`src/rtl/sgpio_tx_multi.sv`:
```
// SGPIO transmitter: serialises per-drive ACT/LOC/FLT status
// into CK/LD/DATA frames with a programmable divider and gap.
module sgpio_tx_multi #(
   parameter int NUM_DRV      = 36,
   parameter int BITS_PER_DRV = 3,
   parameter int CLK_DIV      = 50,
   parameter int GAP_CLKS     = 4
) (
   input  logic               SYSCLK,
   input  logic               RESET,
   input  logic               ENABLE,
   input  logic [NUM_DRV-1:0] DRV_ACT,
   input  logic [NUM_DRV-1:0] DRV_LOC,
   input  logic [NUM_DRV-1:0] DRV_FLT,
   output logic               SGPIO_CK,
   output logic               SGPIO_LD,
   output logic               SGPIO_DATA,
   output logic               BUSY,
   output logic               FRAME_DONE
);

   localparam int FB = NUM_DRV * BITS_PER_DRV;
   localparam int DW = $clog2(CLK_DIV);
   localparam int BW = (FB > 1) ? $clog2(FB) : 1;
   localparam int GW = (GAP_CLKS > 1) ? $clog2(GAP_CLKS) : 1;

   typedef enum logic [1:0] {IDLE, LOAD, SHIFT, GAP} state_t;

   state_t              state_q, state_d;
   logic [DW-1:0]       div_q, div_d;
   logic [BW-1:0]       bit_q, bit_d;
   logic [GW-1:0]       gap_q, gap_d;
   logic [FB:0]         shadow_q, shadow_d;
   logic [NUM_DRV-1:0]  act_stk_q, act_stk_d;
   logic                ck_q, ck_d;
   logic                ld_q, ld_d;
   logic                data_q, data_d;
   logic                busy_q, busy_d;
   logic                done_q, done_d;
   logic                load;
   logic                tc;
   logic [FB-1:0]       snap;
   logic                unused_in;

   // Frame image: drive0 {ACT,LOC,FLT}, drive1, ... with sticky ACT folded in
   for (genvar g = 0; g < NUM_DRV; g++) begin : g_drv
      assign snap[g*BITS_PER_DRV] = act_stk_q[g] | DRV_ACT[g];
      if (BITS_PER_DRV > 1) begin : g_loc
         assign snap[g*BITS_PER_DRV+1] = DRV_LOC[g];
      end
      if (BITS_PER_DRV > 2) begin : g_flt
         assign snap[g*BITS_PER_DRV+2] = DRV_FLT[g];
      end
   end

   assign unused_in = ^{DRV_LOC, DRV_FLT};
   assign tc        = (div_q == DW'(CLK_DIV - 1));

   // Next-state, counters and registered output values
   always_comb begin
      state_d  = state_q;
      div_d    = div_q;
      bit_d    = bit_q;
      gap_d    = gap_q;
      shadow_d = shadow_q;
      ck_d     = ck_q;
      ld_d     = ld_q;
      data_d   = data_q;
      done_d   = 1'b0;
      load     = 1'b0;
      unique case (state_q)
         IDLE: begin
            if (ENABLE) load = 1'b1;
         end
         LOAD: begin
            state_d = SHIFT;
            div_d   = '0;
         end
         SHIFT: begin
            div_d = tc ? '0 : div_q + 1'b1;
            if (tc) ck_d = ~ck_q;
            if (tc && ck_q) begin
               ld_d = 1'b0;
               if (bit_q == BW'(FB - 1)) begin
                  state_d = GAP;
                  data_d  = 1'b0;
                  bit_d   = '0;
                  gap_d   = '0;
               end else begin
                  bit_d    = bit_q + 1'b1;
                  data_d   = shadow_q[1];
                  shadow_d = shadow_q >> 1;
               end
            end
         end
         GAP: begin
            div_d = tc ? '0 : div_q + 1'b1;
            if (tc) ck_d = ~ck_q;
            done_d = ck_q && (div_q == DW'(CLK_DIV - 2))
                     && (gap_q == GW'(GAP_CLKS - 1));
            if (tc && ck_q) begin
               if (gap_q == GW'(GAP_CLKS - 1)) begin
                  if (ENABLE) load = 1'b1;
                  else        state_d = IDLE;
               end else begin
                  gap_d = gap_q + 1'b1;
               end
            end
         end
         default: state_d = IDLE;
      endcase
      if (load) begin
         state_d  = LOAD;
         shadow_d = {1'b0, snap};
         data_d   = snap[0];
         ld_d     = 1'b1;
         ck_d     = 1'b0;
         div_d    = '0;
         bit_d    = '0;
         gap_d    = '0;
      end
      act_stk_d = load ? DRV_ACT : (act_stk_q | DRV_ACT);
      busy_d    = (state_d != IDLE);
   end

   // State and output registers; reset aborts any frame in flight
   always_ff @(posedge SYSCLK or posedge RESET) begin
      if (RESET) begin
         state_q   <= IDLE;
         div_q     <= '0;
         bit_q     <= '0;
         gap_q     <= '0;
         shadow_q  <= '0;
         act_stk_q <= '0;
         ck_q      <= 1'b0;
         ld_q      <= 1'b0;
         data_q    <= 1'b0;
         busy_q    <= 1'b0;
         done_q    <= 1'b0;
      end else begin
         state_q   <= state_d;
         div_q     <= div_d;
         bit_q     <= bit_d;
         gap_q     <= gap_d;
         shadow_q  <= shadow_d;
         act_stk_q <= act_stk_d;
         ck_q      <= ck_d;
         ld_q      <= ld_d;
         data_q    <= data_d;
         busy_q    <= busy_d;
         done_q    <= done_d;
      end
   end

   assign SGPIO_CK   = ck_q;
   assign SGPIO_LD   = ld_q;
   assign SGPIO_DATA = data_q;
   assign BUSY       = busy_q;
   assign FRAME_DONE = done_q;

endmodule

```
`config.mk`:
```
export PLATFORM = sky130hd
export DESIGN_NAME = sgpio_tx_multi
export DESIGN_NICKNAME = d
export VERILOG_FILES = /design/src/rtl/sgpio_tx_multi.sv
export SDC_FILE = /design/constraint.sdc
export NUM_CORES = 1
export LEC_CHECK = 0
export ABC_AREA = 1
export ABC_CLOCK_PERIOD_IN_PS = 6700
export CELL_PAD_IN_SITES_DETAIL_PLACEMENT = 1
export CELL_PAD_IN_SITES_GLOBAL_PLACEMENT = 1
export CORE_MARGIN = 8
export CORE_UTILIZATION = 41
export CTS_CLUSTER_SIZE = 40
export DETAILED_ROUTE_END_ITERATION = 6
export GPL_ROUTABILITY_DRIVEN = 0
export PLACE_DENSITY_LB_ADDON = 0.1
export SLEW_MARGIN = 20
export SYNTH_ARGS = -nofsm -noshare
export SYNTH_HDL_FRONTEND = slang
export SYNTH_SLANG_ARGS = --single-unit
```
`constraint.sdc`:
```
create_clock -name SYSCLK -period 6.7 [get_ports SYSCLK]
set_clock_uncertainty 0.15 [all_clocks]
set_input_delay 1.005 -clock SYSCLK [delete_from_list [all_inputs] [get_ports SYSCLK]]
set_output_delay 1.005 -clock SYSCLK [all_outputs]
set_load 0.01 [all_outputs]
```
==> results.sh <==
export IMPL_slew_headroom=0.299
export IMPL_drv_cap=0
export IMPL_synthTopCellsByArea="dfrtp_1, nand3_1, nand2_1, nor2_1, buf_2"
export IMPL_cts_tree="done"
export IMPL_diodes=0
export IMPL_core_area_mm2=0.0186
export IMPL_avgSynthCellArea_um2=8.76
export IMPL_grtUsageTotal=0.183
export IMPL_crit_arrival_ns=4.16
export IMPL_synth_top_area_frac=0.534
export IMPL_clk_latency_ns=0.42
export IMPL_vias_per_cell=5.50
export IMPL_powerDensity_mw_per_mm2=393
export IMPL_cts_root_buf="clkbuf_16"
export IMPL_num_rows=50
export IMPL_postCtsSetupBuffers=0
export IMPL_vias=6635
export IMPL_drive_gt1_frac=0.0494
export IMPL_peakVddDrop_mv=0.175
export IMPL_fin_crit_ns=3.97
export IMPL_ys_warnings_count=0
export IMPL_layout_setup_ws_ns=2.73
export IMPL_syn_inst=883
export IMPL_fin_crit_sh=0.593
export IMPL_r2r_start="state_q[1]$_DFF_PP0_"
export IMPL_synthDistinctLibCells=31
export IMPL_htreeDepth=4
export IMPL_fmax_mhz=252
export IMPL_worstMarginPinSlew_ns=1.05
export IMPL_startpoint="ENABLE"
export IMPL_crit_fanout=109
export IMPL_seq_area_frac_synth=0.534
export IMPL_r2r_slack_ns=2.77
export IMPL_p_leak_uw=0.00411
export IMPL_hold_path_class="reg2reg"
export IMPL_end_kind="register"
export IMPL_routed_wl_um=21000
export IMPL_grt_max_degree=110
export IMPL_num_nets_final=1080
export IMPL_boundaryPins=116
export IMPL_critPathLaunchType="input pin"
export IMPL_min_from="act_stk_q[7]$_DFF_PP0_"
export IMPL_rsz0062_at_grt="false"
export IMPL_dp_hpwl_um=13400
export IMPL_globalRouteOverflowTotal=0
export IMPL_cts_buffers=17
export IMPL_cts_reportedPaths_clkPinSlew_ns=0.06
export IMPL_area_growth_pct=22.6
export IMPL_r2r_cells=10
export IMPL_dieArea_mm2=0.0235
export IMPL_post_cts_resized=0
export IMPL_tns_ns=0
export IMPL_cts_buffer_depth=2
export IMPL_port_buffers=115
export IMPL_drc=0
export IMPL_die_h_um=153
export IMPL_drtAntennaViolNets=0
export IMPL_antenna_found_initial=0
export IMPL_worst_ep_required_time_ns=6.89
export IMPL_critPathCapture="bit_q[6]$_DFFE_PP0P_"
export IMPL_ys_ff_latch=165
export IMPL_synthesis_nets=1004
export IMPL_status="complete, no violations"
export IMPL_worst_setup_path_type="in2reg"
export IMPL_pre_cts_ws_ns=2.34
export IMPL_first_global_vias=7088
export IMPL_drt_iter0_markers=343
export IMPL_synth_area_mm2=0.00773
export IMPL_ctsHoldBuffers=0
export IMPL_slew_viol_final=0
export IMPL_grt_pass1_wl_um=35600
export IMPL_clock_sinks=165
export IMPL_die_w_um=153
export IMPL_firstDrtPassIters=6
export IMPL_rr_endpoint="bit_q[6]$_DFFE_PP0P_"
export IMPL_wl_per_cell_um=17.4
export IMPL_yosys_area_top_type="dfrtp_1"
export IMPL_setup_viol=0
export IMPL_final_hold_viol_count=0
export IMPL_floorplan_initialDensity=0.416
## cells by family (layout without fill, tap and decap cells)
| family | after synthesis | after routing | synth area share |
|---|---|---|---|
| simple gates | 545 | 545 | 0.334 |
| flops | 165 | 165 | 0.534 |
| fa+ha+maj | 10 | 10 | 0.0162 |
| buf+inv | 88 | 177 | 0.0573 |
| compound gates | 69 | 69 | 0.0518 |
| xor+xnor | 6 | 6 | 0.00680 |
## registers in the layout, indices dropped and copies added, names as in the netlist
name,count
gap_q,2
div_q,6
shadow_q,107
FRAME_DONE,1
SGPIO_LD,1
state_q,2
act_stk_q,36
SGPIO_DATA,1
bit_q,7
BUSY,1
SGPIO_CK,1
## cell usage after synthesis
| cell | n |
|---|---|
| o21bai_1 | 1 |
| nor2_4 | 4 |
| nand2_1 | 119 |
| nor3_1 | 2 |
| xnor2_1 | 3 |
| buf_8 | 1 |
| o21ai_0 | 40 |
| inv_1 | 23 |
| nand3b_1 | 1 |
| nand3_1 | 341 |
| nand2_2 | 2 |
| nor2_1 | 63 |
| buf_2 | 41 |
| nor2_8 | 1 |
| o21a_1 | 1 |
| nand4_1 | 8 |
| nor2_2 | 1 |
| nand3_4 | 1 |
| buf_6 | 6 |
| a21oi_1 | 3 |
| clkbuf_1 | 11 |
| nand2_4 | 2 |
| o21ai_1 | 4 |
| buf_4 | 1 |
| a21o_1 | 20 |
| clkinv_1 | 1 |
| ha_1 | 10 |
| dfrtp_1 | 165 |
| clkinv_2 | 1 |
| buf_1 | 3 |
| xor2_1 | 3 |
## report_power, final
group / switching [µW] / internal [µW]
combinational: 697 / 432
clock: 401 / 554
sequential: 228 / 1410
total: 1330 / 2400
## how the worst min path moves through the flow
stage | end | cells after the start
2_1_floorplan | gap_q[1]$_DFFE_PP0P_ | 2
3_3_place_gp | act_stk_q[7]$_DFF_PP0_ | 1
3_5_place_dp | act_stk_q[16]$_DFF_PP0_ | 1
4_1_cts | act_stk_q[7]$_DFF_PP0_ | 1
5_1_grt | act_stk_q[7]$_DFF_PP0_ | 1
6_report | act_stk_q[7]$_DFF_PP0_ | 1
## worst max-delay path: stages
cell and delay, ns:
clkdlybuf4s50_1 0.40, inv_1 0.08, nor2_1 0.09, nand2_8 0.38, buf_4 0.87, buf_4 0.79, o21ai_0 0.29, nor2_1 0.18
## per-layer routing
metal	GRT usage	share of wire
met1	0.234	0.46
met2	0.311	0.50
met3	0.0378	0.032
met4	0.0443	0.0047
met5	0	0
## layout by cell type (no fill, tap or decap), types with 2 or more instances in the layout
| cell | count |
|---|---|
| inv_1 | 22 |
| o21ai_0 | 40 |
| dfrtp_1 | 165 |
| clkinv_4 | 2 |
| xor2_1 | 3 |
| nand3_1 | 341 |
| clkbuf_16 | 17 |
| ha_1 | 10 |
| nand4_1 | 8 |
| inv_6 | 2 |
| buf_4 | 5 |
| nor2_4 | 4 |
| nand2_8 | 2 |
| a21o_1 | 20 |
| o21ai_1 | 4 |
| clkbuf_1 | 2 |
| a21oi_1 | 3 |
| nor2_1 | 63 |
| nand2_1 | 119 |
| clkbuf_8 | 4 |
| clkinvlp_4 | 5 |
| xnor2_1 | 3 |
| clkdlybuf4s50_1 | 115 |
| nor3_1 | 2 |
## final cells by class
cell class,count,area (µm²)
Tap cell,234,293
Clock buffer,23,488
Inverter,25,101
Multi-Input combinational cell,630,3180
Clock inverter,9,93.8
Fill cell,2152,9100
Timing Repair Buffer,120,1190
Sequential cell,165,4130
## per-stage QoR
stage,util,std cells,hold WS [ns],area [µm²],power (µW)
after floorplan,-,883,0.296,7730,2450
after global routing,0.510,1206,0.345,9480,4010
after detailed placement,0.479,1174,0.313,8890,2800
after CTS,0.510,1206,0.328,9470,3780
final,0.510,1206,0.322,9480,3720
after global placement,0.478,1174,0.306,8880,2690
Note: power is estimated with default switching activity, not from simulation.
